$ cat config.mk
export PLATFORM = sky130hd
export DESIGN_NAME = br_delay_valid_rx_fifo
export DESIGN_NICKNAME = d
export VERILOG_FILES = /design/src/rtl/br_delay_valid_rx_fifo_pkg.sv /design/src/rtl/br_delay_valid_rx_fifo_ctrl.sv /design/src/rtl/br_delay_valid_rx_fifo.sv
export SDC_FILE = /design/constraint.sdc
export NUM_CORES = 1
export LEC_CHECK = 0
export CAP_MARGIN = 5
export CORE_UTILIZATION = 29
export CTS_BUF_LIST = sky130_fd_sc_hd__clkbuf_16
export DETAILED_ROUTE_END_ITERATION = 16
export PLACE_DENSITY = 0.57
export SYNTH_ARGS = -nofsm -noshare
export SYNTH_HDL_FRONTEND = slang
export SYNTH_SLANG_ARGS = --single-unit
$ cat constraint.sdc
create_clock -name clk -period 2.25 [get_ports clk]
set_input_delay 0.45 -clock clk [delete_from_list [all_inputs] [get_ports clk]]
set_output_delay 0.45 -clock clk [all_outputs]
set_load 0.01 [all_outputs]
$ cat src/rtl/br_delay_valid_rx_fifo_pkg.sv
// Shared sizing helpers for the credit-returning receive FIFO.
package br_delay_valid_rx_fifo_pkg;

    // Pointer width; a one-entry FIFO still carries a one-bit (constant 0) pointer.
    function automatic int unsigned addr_width(input int unsigned depth);
        return (depth > 1) ? $clog2(depth) : 1;
    endfunction

    function automatic int unsigned count_width(input int unsigned depth);
        return $clog2(depth + 1);
    endfunction

endpackage

$ cat src/rtl/br_delay_valid_rx_fifo_ctrl.sv
// Control path of the receive FIFO: pointers, occupancy, status flags and credit pulse.
module br_delay_valid_rx_fifo_ctrl
    import br_delay_valid_rx_fifo_pkg::*;
#(
    parameter int unsigned Depth      = 2,
    parameter int unsigned AddrWidth  = addr_width(Depth),
    parameter int unsigned CountWidth = count_width(Depth)
) (
    input  logic                  clk,
    input  logic                  rst,
    input  logic                  push,
    input  logic                  pop,
    output logic                  wr_en,
    output logic [AddrWidth-1:0]  wr_ptr,
    output logic [AddrWidth-1:0]  rd_ptr,
    output logic [CountWidth-1:0] items,
    output logic                  out_valid,
    output logic                  full,
    output logic                  overflow,
    output logic                  credit_return
);

    localparam logic [AddrWidth-1:0] LastPtr = AddrWidth'(Depth - 1);

    logic [AddrWidth-1:0]  wr_ptr_q, wr_ptr_d;
    logic [AddrWidth-1:0]  rd_ptr_q, rd_ptr_d;
    logic [CountWidth-1:0] items_q, items_d;
    logic                  out_valid_q, out_valid_d;
    logic                  full_q, full_d;
    logic                  overflow_q, overflow_d;
    logic                  credit_return_q, credit_return_d;
    logic                  push_acc;

    // NOTE: every signal gets a default at the top of the block so no path can infer a latch.
    always_comb begin
        push_acc        = push && (!full_q || pop);
        wr_ptr_d        = wr_ptr_q;
        rd_ptr_d        = rd_ptr_q;
        if (push_acc) wr_ptr_d = (wr_ptr_q == LastPtr) ? '0 : wr_ptr_q + 1'b1;
        if (pop)      rd_ptr_d = (rd_ptr_q == LastPtr) ? '0 : rd_ptr_q + 1'b1;
        items_d         = items_q + CountWidth'(push_acc) - CountWidth'(pop);
        out_valid_d     = (items_d != '0);
        full_d          = (items_d == CountWidth'(Depth));
        // A push that could not be accepted is dropped and latched as an error until reset.
        overflow_d      = overflow_q | (push && !push_acc);
        credit_return_d = pop;
    end

    // NOTE: sequential state uses non-blocking assignments only, so every flop samples pre-edge values.
    always_ff @(posedge clk or posedge rst) begin
        if (rst) begin
            wr_ptr_q        <= '0;
            rd_ptr_q        <= '0;
            items_q         <= '0;
            out_valid_q     <= 1'b0;
            full_q          <= 1'b0;
            overflow_q      <= 1'b0;
            credit_return_q <= 1'b0;
        end else begin
            wr_ptr_q        <= wr_ptr_d;
            rd_ptr_q        <= rd_ptr_d;
            items_q         <= items_d;
            out_valid_q     <= out_valid_d;
            full_q          <= full_d;
            overflow_q      <= overflow_d;
            credit_return_q <= credit_return_d;
        end
    end

    assign wr_en         = push_acc;
    assign wr_ptr        = wr_ptr_q;
    assign rd_ptr        = rd_ptr_q;
    assign items         = items_q;
    assign out_valid     = out_valid_q;
    assign full          = full_q;
    assign overflow      = overflow_q;
    assign credit_return = credit_return_q;

endmodule

$ cat src/rtl/br_delay_valid_rx_fifo.sv
// Receive FIFO behind a valid-only delay line: absorbs pushes without backpressure,
// presents ready/valid downstream and returns one credit per popped entry.
module br_delay_valid_rx_fifo
    import br_delay_valid_rx_fifo_pkg::*;
#(
    parameter int unsigned Width             = 1,
    parameter int unsigned Depth             = 2,
    parameter bit          EnableIntegAssert = 1'b1
) (
    input  logic                          clk,
    input  logic                          rst,
    input  logic                          in_valid,
    input  logic [Width-1:0]              in,
    input  logic                          out_ready,
    output logic                          out_valid,
    output logic [Width-1:0]              out,
    output logic                          credit_return,
    output logic [count_width(Depth)-1:0] items,
    output logic                          full,
    output logic                          overflow
);

    localparam int unsigned AddrWidth  = addr_width(Depth);
    localparam int unsigned CountWidth = count_width(Depth);

    logic                 push, pop, wr_en;
    logic [AddrWidth-1:0] wr_ptr, rd_ptr;
    logic [Width-1:0]     mem_q [Depth];

    assign push = in_valid;
    assign pop  = out_valid && out_ready;

    br_delay_valid_rx_fifo_ctrl #(
        .Depth      (Depth),
        .AddrWidth  (AddrWidth),
        .CountWidth (CountWidth)
    ) u_ctrl (
        .clk           (clk),
        .rst           (rst),
        .push          (push),
        .pop           (pop),
        .wr_en         (wr_en),
        .wr_ptr        (wr_ptr),
        .rd_ptr        (rd_ptr),
        .items         (items),
        .out_valid     (out_valid),
        .full          (full),
        .overflow      (overflow),
        .credit_return (credit_return)
    );

    // NOTE: storage has no reset; occupancy gates its visibility, and a reset-free array maps to plain flops/RAM.
    always_ff @(posedge clk) begin
        if (wr_en) mem_q[wr_ptr] <= in;
    end

    assign out = mem_q[rd_ptr];

`ifndef SYNTHESIS
    if (EnableIntegAssert) begin : g_integ_assert
        a_no_push_when_full : assert property (@(posedge clk) disable iff (rst)
            !(push && full && !out_ready));
    end

    a_items_bound  : assert property (@(posedge clk) disable iff (rst)
        items <= CountWidth'(Depth));
    a_valid_match  : assert property (@(posedge clk) disable iff (rst)
        out_valid == (items != '0));
    a_full_match   : assert property (@(posedge clk) disable iff (rst)
        full == (items == CountWidth'(Depth)));
    a_out_stable   : assert property (@(posedge clk) disable iff (rst)
        (out_valid && !out_ready) |=> (out_valid && out == $past(out)));
`endif

endmodule

==> qor.yml, run 1 <==
critical_path:
  crit_required_ns: 1.80
  timing.reg2reg.setup_slack_ns: 0.84
  timing.setup.critical_path_class: "flop to output port"
  worst-path-max-fanout: 2
  r2r_end: "u_ctrl.out_valid$_DFF_PP0_"
  critical_path.endpoint_type: "output port"
  worst_reg2reg_startpoint: "u_ctrl.out_valid$_DFF_PP0_"
  worst-r2r-cell-count: 7
  critical_path.startpoint_type: "flop"
  critPathArrivalTime_ns: 1.42
hold_path:
  hold-path-cell-count: 1
  holdCritStartpoint: "u_ctrl.overflow$_DFF_PP0_"
  min_to: "u_ctrl.overflow$_DFF_PP0_"
  hold_class: "flop to flop"
layout:
  final-seq-area_um2: 260
  n_antenna_cell: 0
  final_area_um2: 642
  flow.area_growth_from_synthesis_pct: 50.4
  num-nets-final: 53
  share_of_final_layout_standard_cells_stronger_than_drive_strength_1_pct: 21.7
  num-fill-cells: 119
  multiInputGateArea_um2: 155
  layout_common_cells: "11 x clkdlybuf4s50_1, 8 x dfrtp_1, 4 x inv_1"
  final_common_cell: "clkdlybuf4s50_1"
clocking:
  cts_root_buffer: "clkbuf_16"
  cts-htree-levels: 1
  postCtsHoldBufs: 0
  ctsLongestPathBuffers: 2
  cts_sinks: 10
  clock_tree_from_tritoncts: "yes"
  post_cts_resize_count: 0
  post_cts_buffers: 0
  path_clk_slew_ns: 0.04
  clk-insertion-delay-late_ns: 0.23
  cts_inserted_buffers: 3
synthesis:
  syn_avg_cell_area_um2: 14.2
  postSynthRegisterBits: 10
  post_synthesis_cell_type_count: 16
  synth_seq_area_share_pct: 61.0
  yosysWarnings: 0
  mappedNetlistNets: 36
  post_synthesis_cell_area_um2: 427
  syn_inst_count: 30
placement:
  placed_cell_area_um2: 563
  io_buffers: 11
  place_congestion: 0.768
  place.detailed.hpwl_um: 477
run_status:
  outcome: "finished clean"
global_route:
  grt_overflow: 0
  grt_pass1_wl_um: 1040
  grt.total_usage_pct: 10.8
  antenna_found_initial: 0
  grt_pass1_vias: 247
  grt_start_max_net_pins: 9
die:
  die_w_um: 40.4
  chipHeight_um: 40.4
  die-area_um2: 1630
  design.portCount: 12
  core.rowCount: 13
  placeableCoreArea_um2: 1330
  start_util_pct: 32.0
route:
  drt_pass1_iterations: 3
  via_count: 250
  drtAntennaViolNets: 0
  drt-initial-drc-count: 2
  routedWlPerCell_um: 10.9
  drt_wl_total_um: 666
  residual_drc: 0
  post_drt_via_cell_ratio: 4.10
power:
  design_power_total_mw: 0.946
  cell_area_power_density_nw_per_um2: 1470
  max_vdd_drop_mv: 0.819
  leakagePower_nw: 0.293
timing:
  timing.final.hold_violations: 0
  clock.fmax_mhz: 534
  finalSetupViolCount: 0
  slew_violations: 0
  rsz_0062_raised_after_global_routing: "false"
  worst_case_hold_slack_ns: 0.465
  min_period_over_period_pct: 83.2
  fin_worst_skew_ns: 0.00318
  setup-tns-final_ns: 0
  finalCriticalPeriod_ns: 1.87
  slew_headroom_pct: 79.5
  worst_pin_slew_ns: 0.307
flow_run:
  cap_viol_max_count: 0
[worst max-delay path, stage by stage, from the launching register on]
cell,delay [ns]
dfrtp_1,0.38
mux2_2,0.34
clkdlybuf4s50_1,0.47
[state kept, by name (all words and copies together) (netlist names)]
name	count
u_ctrl.out_valid	1
u_ctrl.credit_return	1
u_ctrl.overflow	1
u_ctrl.full	1
u_ctrl.wr_ptr	1
u_ctrl.items	2
u_ctrl.rd_ptr	1
mem_q	2
[metal layers]
layer | track usage, % | part of all wire, % | wire length [um] | vias up
li1 | - | - | - | 131
met1 | 10.1 | 43 | 288 | 114
met2 | 18.3 | 52 | 349 | 5
met3 | 8.33 | 4.2 | 28 | 0
met4 | 2.50 | 0 | 0 | 0
met5 | 0 | 0 | 0 | -
[through the flow]
| stage | worst slack [ns] | instances | utilization [%] |
|---|---|---|---|
| detailed placement | 0.255 | 57 | 42.2 |
| finish | 0.378 | 61 | 48.1 |
| global route | 0.325 | 61 | 48.1 |
| floorplan | 0.810 | 30 | - |
| CTS | 0.365 | 61 | 48.1 |
| global placement | 0.273 | 57 | 42.2 |
[Yosys cell counts]
| library cell | count | area (um^2) |
|---|---|---|
| and3_2 | 1 | 7.51 |
| nand2_1 | 3 | 11.3 |
| inv_1 | 3 | 11.3 |
| nor2_1 | 1 | 3.75 |
| nand2b_1 | 1 | 6.26 |
| a21bo_1 | 1 | 10.0 |
| nand3b_1 | 1 | 7.51 |
| nand3b_4 | 1 | 20.0 |
| mux2_2 | 1 | 11.3 |
| xnor2_1 | 2 | 17.5 |
| xnor2_2 | 2 | 32.5 |
| nor2_2 | 1 | 6.26 |
| edfxtp_1 | 2 | 60.1 |
| dfrtp_1 | 8 | 200 |
| ha_1 | 1 | 12.5 |
| a31o_1 | 1 | 8.76 |
[cell families (layout without fill, tap and decap cells)]
kind of cell	count (synthesis)	count (layout)	synth area share, %
xor+xnor	4	4	11.7
fa+ha+maj	1	1	2.93
simple gates	9	9	14.7
buf+inv	3	19	2.64
mux	1	1	2.64
compound gates	2	2	4.40
flops	10	10	61.0
[final cells by class]
type	instances	area share, %
clock inverter	1	0.585
multi-input combinational	17	24.2
clock buffer	3	11.7
inverter	3	1.75
tap	15	2.92
timing repair buffer	12	18.3
sequential	10	40.5
[where the power goes]
part,internal (mW),switching (mW),leakage [nW]
logic,0.200,0.129,0.141
registers,0.257,0.0529,0.110
clock network,0.232,0.0755,0.0423
total,0.689,0.257,0.293
[worst max path at each step]
stage / depth (start not counted) / end / slack [ns] / from
after floorplan: 7 / u_ctrl.out_valid$_DFF_PP0_ / 0.81 / u_ctrl.out_valid$_DFF_PP0_
after global placement: 8 / u_ctrl.out_valid$_DFF_PP0_ / 0.27 / out_ready
after detailed placement: 8 / u_ctrl.out_valid$_DFF_PP0_ / 0.26 / out_ready
after CTS: 2 / out / 0.36 / u_ctrl.rd_ptr$_DFFE_PP0P_
after global routing: 2 / out / 0.33 / u_ctrl.rd_ptr$_DFFE_PP0P_
final: 2 / out / 0.38 / u_ctrl.rd_ptr$_DFFE_PP0P_
Power figures use the tool's default switching activity.
==> run 2: changes to the inputs <==
==> constraint.sdc (replaced) <==
create_clock -name clk -period 1.9 [get_ports clk]
set_input_delay 0.38 -clock clk [delete_from_list [all_inputs] [get_ports clk]]
set_output_delay 0.38 -clock clk [all_outputs]
set_load 0.01 [all_outputs]
==> run 2 against run 1 <==
  * Via count increased by 8.8%
  * Clock power increased by 19%
  * Global-route usage grew 3.5 points
  * Sequential power rose by 18%
  * Largest cell class unchanged
==> qor.yml, run 2 (synthesis results as in run 1) <==
layout:
  final-seq-area_um2: 260  # unchanged
  largest_registers: "mem_q (2), u_ctrl.items (2)"  # unchanged
  num-fill-cells: 120  # was 119
  flow.area_growth_from_synthesis_pct: 55.7  # was 50.4%
  num-nets-final: 56  # was 53
  final_common_cell: "clkdlybuf4s50_1"  # unchanged
  fin_cells: 64  # was 61
  layout_common_cells: "11 x clkdlybuf4s50_1, 8 x dfrtp_1, 4 x inv_1, 4 x buf_4"  # was 11 x clkdlybuf4s50_1, 8 x dfrtp_1, 4 x inv_1
  n_antenna_cell: 0  # unchanged
  share_of_final_layout_standard_cells_stronger_than_drive_strength_1_pct: 26.5  # was 21.7%
  final_area_um2: 664  # was 642 um^2
  multiInputGateArea_um2: 155  # unchanged
placement:
  placed_cells: 60  # was 57
  place_congestion: 0.771  # was 0.768
  preCtsSetupSlack_ns: 0.0226  # was 0.255 ns
  placed_cell_area_um2: 586  # was 563 um^2
  io_buffers: 11  # unchanged
  place.detailed.hpwl_um: 549  # was 477 um
timing:
  timing.final.hold_violations: 0  # unchanged
  setup-tns-final_ns: 0  # unchanged
  rsz_0062_raised_after_global_routing: "false"  # unchanged
  finalCriticalPeriod_ns: 1.79
  worst_pin_slew_ns: 0.305  # was 0.307 ns
  clock.fmax_mhz: 557
  finalSetupViolCount: 0  # unchanged
  finalWorstSetupSlack_ns: 0.106  # was 0.378 ns
  slew_violations: 0  # unchanged
  slew_headroom_pct: 79.6  # was 79.5%
  min_period_over_period_pct: 94.4
  fin_worst_skew_ns: 0.00296  # was 0.00318 ns
critical_path:
  cell_family_contributing_the_most_delay_on_the_critical_path: "buffers and inverters"  # unchanged
  worst-path-max-fanout: 2  # unchanged
  critPathArrivalTime_ns: 1.41  # was 1.42 ns
  timing.setup.critical_path_class: "flop to output port"  # unchanged
  crit_required_ns: 1.52  # was 1.80 ns
  critical_path_buf_inv_count: 1  # unchanged
  cp_cell_sequence: "mux2_2, clkdlybuf4s50_1"  # unchanged
  critical_path.endpoint_type: "output port"  # unchanged
  max_stage_delay_ns: 0.47  # about the same
  critical-path-slowest-cell: "clkdlybuf4s50_1"  # unchanged
  critical_path.startpoint_type: "flop"  # unchanged
clocking:
  ctsLongestPathBuffers: 2  # unchanged
  post_cts_buffers: 0  # unchanged
  cts_sinks: 10  # unchanged
  post_cts_resize_count: 0  # unchanged
  postCtsHoldBufs: 0  # unchanged
  cts_inserted_buffers: 3  # unchanged
  clock_tree_from_tritoncts: "yes"  # unchanged
  clk-insertion-delay-late_ns: 0.23  # about the same
  cts_root_buffer: "clkbuf_16"  # unchanged
  cts-htree-levels: 1  # unchanged
  path_clk_slew_ns: 0.04  # about the same
global_route:
  grt_start_max_net_pins: 9  # unchanged
  globalRouteMet3Util_pct: 10.0  # was 8.33%
  gr-usage-met1_pct: 12.6  # was 10.1%
  grt_pass1_vias: 293  # was 247
  busiest_layer: "met2"  # unchanged
  grt_use_met2_pct: 22.6  # was 18.3%
  grt.total_usage_pct: 14.3  # was 10.8%
  antenna_found_initial: 0  # unchanged
  grt_overflow: 0  # unchanged
  grt_pass1_wl_um: 1320  # was 1040 um
route:
  drt-initial-drc-count: 2  # unchanged
  drtAntennaViolNets: 0  # unchanged
  via_count: 272  # was 250
  post_drt_via_cell_ratio: 4.25  # was 4.10
  routedWlPerCell_um: 11.9  # was 10.9 um
  drt_wl_total_um: 762  # was 666 um
  residual_drc: 0  # unchanged
  drt_pass1_iterations: 2  # was 3
power:
  leakagePower_nw: 0.307  # was 0.293 nW
  power_frac_clock_pct: 32.4  # was 32.5%
  internal-power_mw: 0.823  # was 0.689 mW
  seqPwrFrac_pct: 32.3  # was 32.8%
  p_sw_share_pct: 27.5  # was 27.2%
  cell_area_power_density_nw_per_um2: 1710  # was 1470 nW/um^2
  max_vdd_drop_mv: 0.745  # was 0.819 mV
  power.combinational.fraction_pct: 35.3  # was 34.7%
  design_power_total_mw: 1.13  # was 0.946 mW
  p_switching_mw: 0.312  # was 0.257 mW
die:
  core.rowCount: 13  # unchanged
  design.portCount: 12  # unchanged
  chipHeight_um: 40.4  # unchanged
  placeableCoreArea_um2: 1330  # unchanged
  start_util_pct: 32.0  # unchanged
  die-area_um2: 1630  # unchanged
  die_w_um: 40.4  # unchanged
flow_run:
  cap_viol_max_count: 0  # unchanged
run_status:
  outcome: "finished clean"  # unchanged
hold_path:
  hold_class: "input port to asynchronous set/reset pin"  # was flop to flop
run 2: changes by cell type in the layout (fill, tap and decap cells not counted), sizes merged:
cell,change
buf,+3
run 2: final timing paths:
check	to	cells after the start	slack, ns	from
setup / recovery	out	2	0.11	u_ctrl.rd_ptr$_DFFE_PP0P_
hold / removal	u_ctrl.credit_return$_DFF_PP0_	2	0.39	rst
setup reg to reg	u_ctrl.out_valid$_DFF_PP0_	7	0.46	u_ctrl.out_valid$_DFF_PP0_
hold reg to reg	u_ctrl.overflow$_DFF_PP0_	1	0.47	u_ctrl.overflow$_DFF_PP0_
max in group asynchronous	u_ctrl.out_valid$_DFF_PP0_	2	1.27	rst
min in group clk	u_ctrl.overflow$_DFF_PP0_	1	0.47	u_ctrl.overflow$_DFF_PP0_
run 2: area by class of cell:
class,count,share of cell area [%]
Clock inverter,1,0.565
Timing Repair Buffer,15,21.1
Sequential cell,10,39.2
Multi-Input combinational cell,17,23.4
Tap cell,15,2.82
Inverter,3,1.69
Clock buffer,3,11.3
run 2: power by group through the flow:
stage                     registers (mW)  clock network [mW]  logic (mW)
after global routing               0.381               0.398       0.440
after CTS                          0.369               0.379       0.409
after floorplan                    0.383                   0       0.218
after detailed placement           0.369                   0       0.404
after global placement             0.365                   0       0.395
final                              0.366               0.367       0.401
run 2: layer usage:
metal / vias up / wire [um]
met3: 5 / 54
met1: 125 / 275
met4: 0 / 19
met5: - / 0
met2: 8 / 414
li1: 134 / -
run 2: stage by stage:
stage | utilization, % | hold WS [ns]
final | 49.8 | 0.395
after global routing | 49.8 | 0.437
after CTS | 49.8 | 0.405
after detailed placement | 43.9 | 0.466
after global placement | 43.9 | 0.453
after floorplan | - | 0.196
==> run 3: changes to the inputs <==
--- a/config.mk
+++ b/config.mk
@@ -6,10 +6,11 @@
 export NUM_CORES = 1
 export LEC_CHECK = 0
 export CAP_MARGIN = 5
-export CORE_UTILIZATION = 29
+export CORE_AREA = 2 2 39 41
 export CTS_BUF_LIST = sky130_fd_sc_hd__clkbuf_16
 export DETAILED_ROUTE_END_ITERATION = 16
-export PLACE_DENSITY = 0.57
+export DIE_AREA = 0 0 41 43
+export PLACE_DENSITY = 0.61
 export SYNTH_ARGS = -nofsm -noshare
 export SYNTH_HDL_FRONTEND = slang
 export SYNTH_SLANG_ARGS = --single-unit
==> run 3 against run 2 <==
  * Global-route usage down 3.3 points
  * First-iteration DRC count grew to 2.5 times the previous value
  * Fmax grew 1.4%
  * Via count up 2.2%
  * Clock skew barely moved
  * Wire length up 1.2%
  * Clock-buffer cell count unchanged
  * Non-clock buffer count is 1 lower
  * Final area shrank 0.94%
  * Register-to-register slack got worse by 0.02 ns
  * Largest power group unchanged
==> qor.yml, run 3 (synthesis results as in run 1) <==
run_status:
  outcome: "finished clean"  # unchanged
timing:
  finalCriticalPeriod_ns: 1.77  # was 1.79 ns
  rsz_0062_raised_after_global_routing: "false"  # unchanged
  worst_pin_slew_ns: 0.308  # was 0.305 ns
  clock.fmax_mhz: 565  # was 557 MHz
  min_period_over_period_pct: 93.2  # was 94.4%
  slew_violations: 0  # unchanged
  timing.final.hold_violations: 0  # unchanged
  slew_headroom_pct: 79.5  # was 79.6%
  fin_worst_skew_ns: 0.00291  # was 0.00296 ns
  finalSetupViolCount: 0  # unchanged
  worst_case_hold_slack_ns: 0.400  # was 0.395 ns
  setup-tns-final_ns: 0  # unchanged
placement:
  io_buffers: 11  # unchanged
  place.detailed.hpwl_um: 583  # was 549 um
  place_congestion: 0.639  # was 0.771
route:
  drt_wl_total_um: 771  # was 762 um
  via_count: 278  # was 272
  drt-initial-drc-count: 5  # was 2
  drtAntennaViolNets: 0  # unchanged
  drt_pass1_iterations: 4  # was 2
  post_drt_via_cell_ratio: 4.34  # was 4.25
  routedWlPerCell_um: 12.0  # was 11.9 um
  residual_drc: 0  # unchanged
critical_path:
  timing.reg2reg.setup_slack_ns: 0.44  # was 0.46 ns
  crit_required_ns: 1.52  # about the same
  cp_cell_sequence: "mux2_2, clkdlybuf4s50_1"  # unchanged
  r2r_end: "u_ctrl.out_valid$_DFF_PP0_"  # unchanged
  worst_reg2reg_startpoint: "u_ctrl.out_valid$_DFF_PP0_"  # unchanged
  max_stage_delay_ns: 0.47  # about the same
  critical_path.startpoint_type: "flop"  # unchanged
  worst-r2r-cell-count: 7  # unchanged
  timing.setup.critical_path_class: "flop to output port"  # unchanged
  cell_family_contributing_the_most_delay_on_the_critical_path: "buffers and inverters"  # unchanged
  worst-path-max-fanout: 2  # unchanged
  critical_path_buf_inv_count: 1  # unchanged
  critPathArrivalTime_ns: 1.39  # was 1.41 ns
  critical_path.endpoint_type: "output port"  # unchanged
  critical-path-slowest-cell: "clkdlybuf4s50_1"  # unchanged
clocking:
  cts_inserted_buffers: 3  # unchanged
  clk-insertion-delay-late_ns: 0.23  # about the same
  ctsLongestPathBuffers: 2  # unchanged
  cts_root_buffer: "clkbuf_16"  # unchanged
  clock_tree_from_tritoncts: "yes"  # unchanged
  cts_sinks: 10  # unchanged
  cts-htree-levels: 1  # unchanged
  post_cts_buffers: 0  # unchanged
  path_clk_slew_ns: 0.04  # about the same
  post_cts_resize_count: 0  # unchanged
  postCtsHoldBufs: 0  # unchanged
layout:
  flow.area_growth_from_synthesis_pct: 54.3  # was 55.7%
  final-seq-area_um2: 260  # unchanged
  layout_common_cells: "11 x clkdlybuf4s50_1, 8 x dfrtp_1"  # was 11 x clkdlybuf4s50_1, 8 x dfrtp_1, 4 x inv_1, 4 x buf_4
  n_antenna_cell: 0  # unchanged
  num-nets-final: 55  # was 56
  final_common_cell: "clkdlybuf4s50_1"  # unchanged
  num-fill-cells: 126  # was 120
  largest_registers: "mem_q (2), u_ctrl.items (2)"  # unchanged
  multiInputGateArea_um2: 155  # unchanged
  share_of_final_layout_standard_cells_stronger_than_drive_strength_1_pct: 25.0  # was 26.5%
die:
  start_util_pct: 30.8  # was 32.0%
  die-area_um2: 1760  # was 1630 um^2
  design.portCount: 12  # unchanged
  placeableCoreArea_um2: 1380  # was 1330 um^2
  die_w_um: 41  # was 40.4 um
  core.rowCount: 14  # was 13
  chipHeight_um: 43  # was 40.4 um
power:
  power.combinational.fraction_pct: 35.3  # about the same
  p_switching_mw: 0.314  # was 0.312 mW
  internal-power_mw: 0.820  # was 0.823 mW
  p_sw_share_pct: 27.7  # was 27.5%
  seqPwrFrac_pct: 32.5  # was 32.3%
  cell_area_power_density_nw_per_um2: 1720  # was 1710 nW/um^2
  power_frac_clock_pct: 32.2  # was 32.4%
  design_power_total_mw: 1.13  # about the same
  max_vdd_drop_mv: 0.725  # was 0.745 mV
  leakagePower_nw: 0.299  # was 0.307 nW
flow_run:
  cap_viol_max_count: 0  # unchanged
global_route:
  grt_pass1_vias: 328  # was 293
  antenna_found_initial: 0  # unchanged
  grt_start_max_net_pins: 9  # unchanged
  grt.total_usage_pct: 10.9  # was 14.3%
  grt_overflow: 0  # unchanged
  grt_pass1_wl_um: 1300  # was 1320 um
hold_path:
  hold_class: "input port to asynchronous set/reset pin"  # unchanged
-- run 3: changes by cell type in the layout (fill, tap and decap cells not counted) --
cell,previous run,this run
inv_1,4,3
buf_4,4,3
clkinv_1,0,1
-- run 3: through the flow --
| stage | util [%] | area [um^2] | std cells | setup slack (ns) |
|---|---|---|---|---|
| final | 47.6 | 658 | 64 | 0.130 |
| after floorplan | - | 427 | 30 | 0.460 |
| after CTS | 47.6 | 658 | 64 | 0.118 |
| after detailed placement | 41.9 | 579 | 60 | 0.00427 |
| after global routing | 47.6 | 658 | 64 | 0.0517 |
| after global placement | 41.9 | 579 | 60 | 0.0464 |
-- run 3: power groups by stage --
| stage | logic (mW) | registers (mW) | clock network, mW |
|---|---|---|---|
| 6_report | 0.401 | 0.368 | 0.365 |
| 2_1_floorplan | 0.218 | 0.383 | 0 |
| 3_5_place_dp | 0.403 | 0.372 | 0 |
| 4_1_cts | 0.407 | 0.368 | 0.373 |
| 5_1_grt | 0.441 | 0.380 | 0.386 |
| 3_3_place_gp | 0.392 | 0.365 | 0 |
-- run 3: cell type report --
cell class              count  area share, %
inverters                   3           1.71
clock buffers               3           11.4
well taps                  16           3.04
repair buffers             14           20.2
flip-flops and latches     10           39.5
multi-input cells          17           23.6
clock inverters             1          0.570
-- run 3: how the worst max path moves through the flow --
stage,start,endpoint,cells past startpoint
finish,u_ctrl.rd_ptr$_DFFE_PP0P_,out,2
floorplan,u_ctrl.out_valid$_DFF_PP0_,u_ctrl.out_valid$_DFF_PP0_,7
CTS,u_ctrl.rd_ptr$_DFFE_PP0P_,out,2
detailed placement,in_valid,u_ctrl.out_valid$_DFF_PP0_,7
global placement,in_valid,u_ctrl.out_valid$_DFF_PP0_,7
global route,u_ctrl.rd_ptr$_DFFE_PP0P_,out,2
-- run 3: metal layers --
| layer | wire length, um | GRT usage [%] | up-vias |
|---|---|---|---|
| met5 | 0 | 0 | - |
| met2 | 415 | 18.8 | 12 |
| met4 | 0 | 4.00 | 0 |
| met3 | 40 | 3.14 | 0 |
| li1 | - | - | 133 |
| met1 | 314 | 11.9 | 133 |
==> edit, RTL diff (settings of run 2) <==
`Depth` is set to 2 in 2 places; all go to 4.
--- a/src/rtl/br_delay_valid_rx_fifo_ctrl.sv
+++ b/src/rtl/br_delay_valid_rx_fifo_ctrl.sv
@@ -2,7 +2,7 @@
 module br_delay_valid_rx_fifo_ctrl
     import br_delay_valid_rx_fifo_pkg::*;
 #(
-    parameter int unsigned Depth      = 2,
+    parameter int unsigned Depth      = 4,
     parameter int unsigned AddrWidth  = addr_width(Depth),
     parameter int unsigned CountWidth = count_width(Depth)
 ) (
--- a/src/rtl/br_delay_valid_rx_fifo.sv
+++ b/src/rtl/br_delay_valid_rx_fifo.sv
@@ -4,7 +4,7 @@
     import br_delay_valid_rx_fifo_pkg::*;
 #(
     parameter int unsigned Width             = 1,
-    parameter int unsigned Depth             = 2,
+    parameter int unsigned Depth             = 4,
     parameter bit          EnableIntegAssert = 1'b1
 ) (
     input  logic                          clk,
Interface: changed (resized items); port bits go from 12 to 13. The function was not compared with the original's and may differ.
==> edit against run 2 <==
Total power up 56%; design area increased by 56%; hold slack better by 0.035 ns; maximum frequency shrank 3.4%; setup slack got worse by 0.063 ns; wire length rose by 47%; area after synthesis up 65%; synthesized cell count grew 70%; final cell count up 63%; sequential cell count grew 5; critical path type is now register to register.
==> edit: results (changes against run 2) <==
metric,value,unit,change
clock skew,0.000759,ns,was 0.00296 ns
CP max-delay cell,fa_2,,was clkdlybuf4s50_1
met2 wire len,570,um,was 414 um
post-CTS setup buffers,2,,was 0
number of enable flip-flop cells after synthesis,4,,was 2
nets,90,,was 56
fillers,220,,was 120
Cell variety after synth,17,,was 16
routed vias/inst,4.07,,was 4.25
Syn Inst Count,51,,was 30
placed instance count,98,,was 60
CP top delay family,adder cells,,was buffers and inverters
"setup slack, reg-to-reg",0.04,ns,was 0.46 ns
share of cells above drive strength 1,34.2,%,was 26.5%
gpl congestion,0.778,,was 0.771
final hold slack,0.430,ns,was 0.395 ns
Syn Nets,64,,was 36
Max VDD drop,779,uV,was 745 uV
n_diodes,0,,unchanged
routing usage on met3,4.46,%,was 10.0%
Placed Area,923,um^2,was 586 um^2
global-route wire length before repair,2000,um,was 1320 um
warnings from Yosys,0,,unchanged
All-Layer GR Usage,11.4,%,was 14.3%
status,"complete, no violations",,unchanged
WL met1,466,um,was 275 um
Worst Setup Slack post-DPL,-0.517,ns,was 0.0226 ns
post-CTS resize count,6,,was 0
starting DRC count in detailed routing,4,,was 2
sequential fraction of the synthesis area,56.0,%,was 61.0%
reg2reg start,u_ctrl.full,,was u_ctrl.out_valid
met3 wire len,46,um,was 54 um
ys async rst share,73.3,%,was 80.0%
wire length per cell,10.8,um,was 11.9 um
crit path max fanout,3,,was 2
Slew headroom,70.2,%,was 79.6%
final WL,1120,um,was 762 um
met2 usage,17.3,%,was 22.6%
met1 usage,12.3,%,was 12.6%
biggest regs,"mem_q x4, u_ctrl.items x3",,"was mem_q x2, u_ctrl.items x2"
pin count of the biggest net entering global routing,12,,was 9
root buffer cell,clkbuf_16,,unchanged
CP Data Arrival Time,2.02,ns,was 1.41 ns
reg2reg end,u_ctrl.full,,was u_ctrl.out_valid
P_leak,0.000485,uW,was 0.000307 uW
antenna violations before repair,0,,unchanged
Buffers on Ports,12,,was 11
main area contributors after synthesis,"dfrtp_1, edfxtp_1, ha_1",,"was dfrtp_1, edfxtp_1, xnor2_2"
-- edit: cell types whose count changed after synthesis, moves of 3 or more --
| cell | before | now |
|---|---|---|
| inv_1 | 3 | 9 |
| and2_1 | 0 | 4 |
| dfrtp_1 | 8 | 11 |
| ha_1 | 1 | 7 |
-- edit: how the worst max path moves through the flow --
stage	from	depth (start not counted)	slack (ns)	endpoint
final	u_ctrl.full	7	0.04	u_ctrl.full
after detailed placement	out_ready	10	-0.52	u_ctrl.full
after floorplan	u_ctrl.out_valid	8	-0.04	u_ctrl.full
after global routing	u_ctrl.full	7	-0.05	u_ctrl.full
after CTS	u_ctrl.out_valid	9	-0.02	u_ctrl.out_valid
after global placement	out_ready	10	-0.44	u_ctrl.out_valid
-- edit: area by class of cell --
type | count | area [um^2] | area share [%]
sequential | 15 | 395 | 38.0
clock inverter | 1 | 5.00 | 0.481
inverter | 9 | 33.8 | 3.25
timing repair buffer | 21 | 188 | 18.1
clock buffer | 3 | 75.1 | 7.22
tap | 28 | 35.0 | 3.37
multi-input combinational | 27 | 308 | 29.6
-- edit: where the power goes --
| part | switching [uW] | internal (uW) | total [uW] |
|---|---|---|---|
| sequential | 89.2 | 460 | 549 |
| combinational | 340 | 483 | 823 |
| clock | 120 | 280 | 400 |
-- edit: logic make-up after synthesis --
| kind of cell | Yosys count | share of synthesized area, % |
|---|---|---|
| muxes | 4 | 9.04 |
| DFF | 15 | 56.0 |
| and+or+nand+nor | 10 | 7.45 |
| buffers and inverters | 9 | 4.79 |
| adders and majority gates | 8 | 15.2 |
| AOI/OAI and AO/OA | 3 | 4.97 |
| xor gates and xnor gates | 2 | 2.48 |
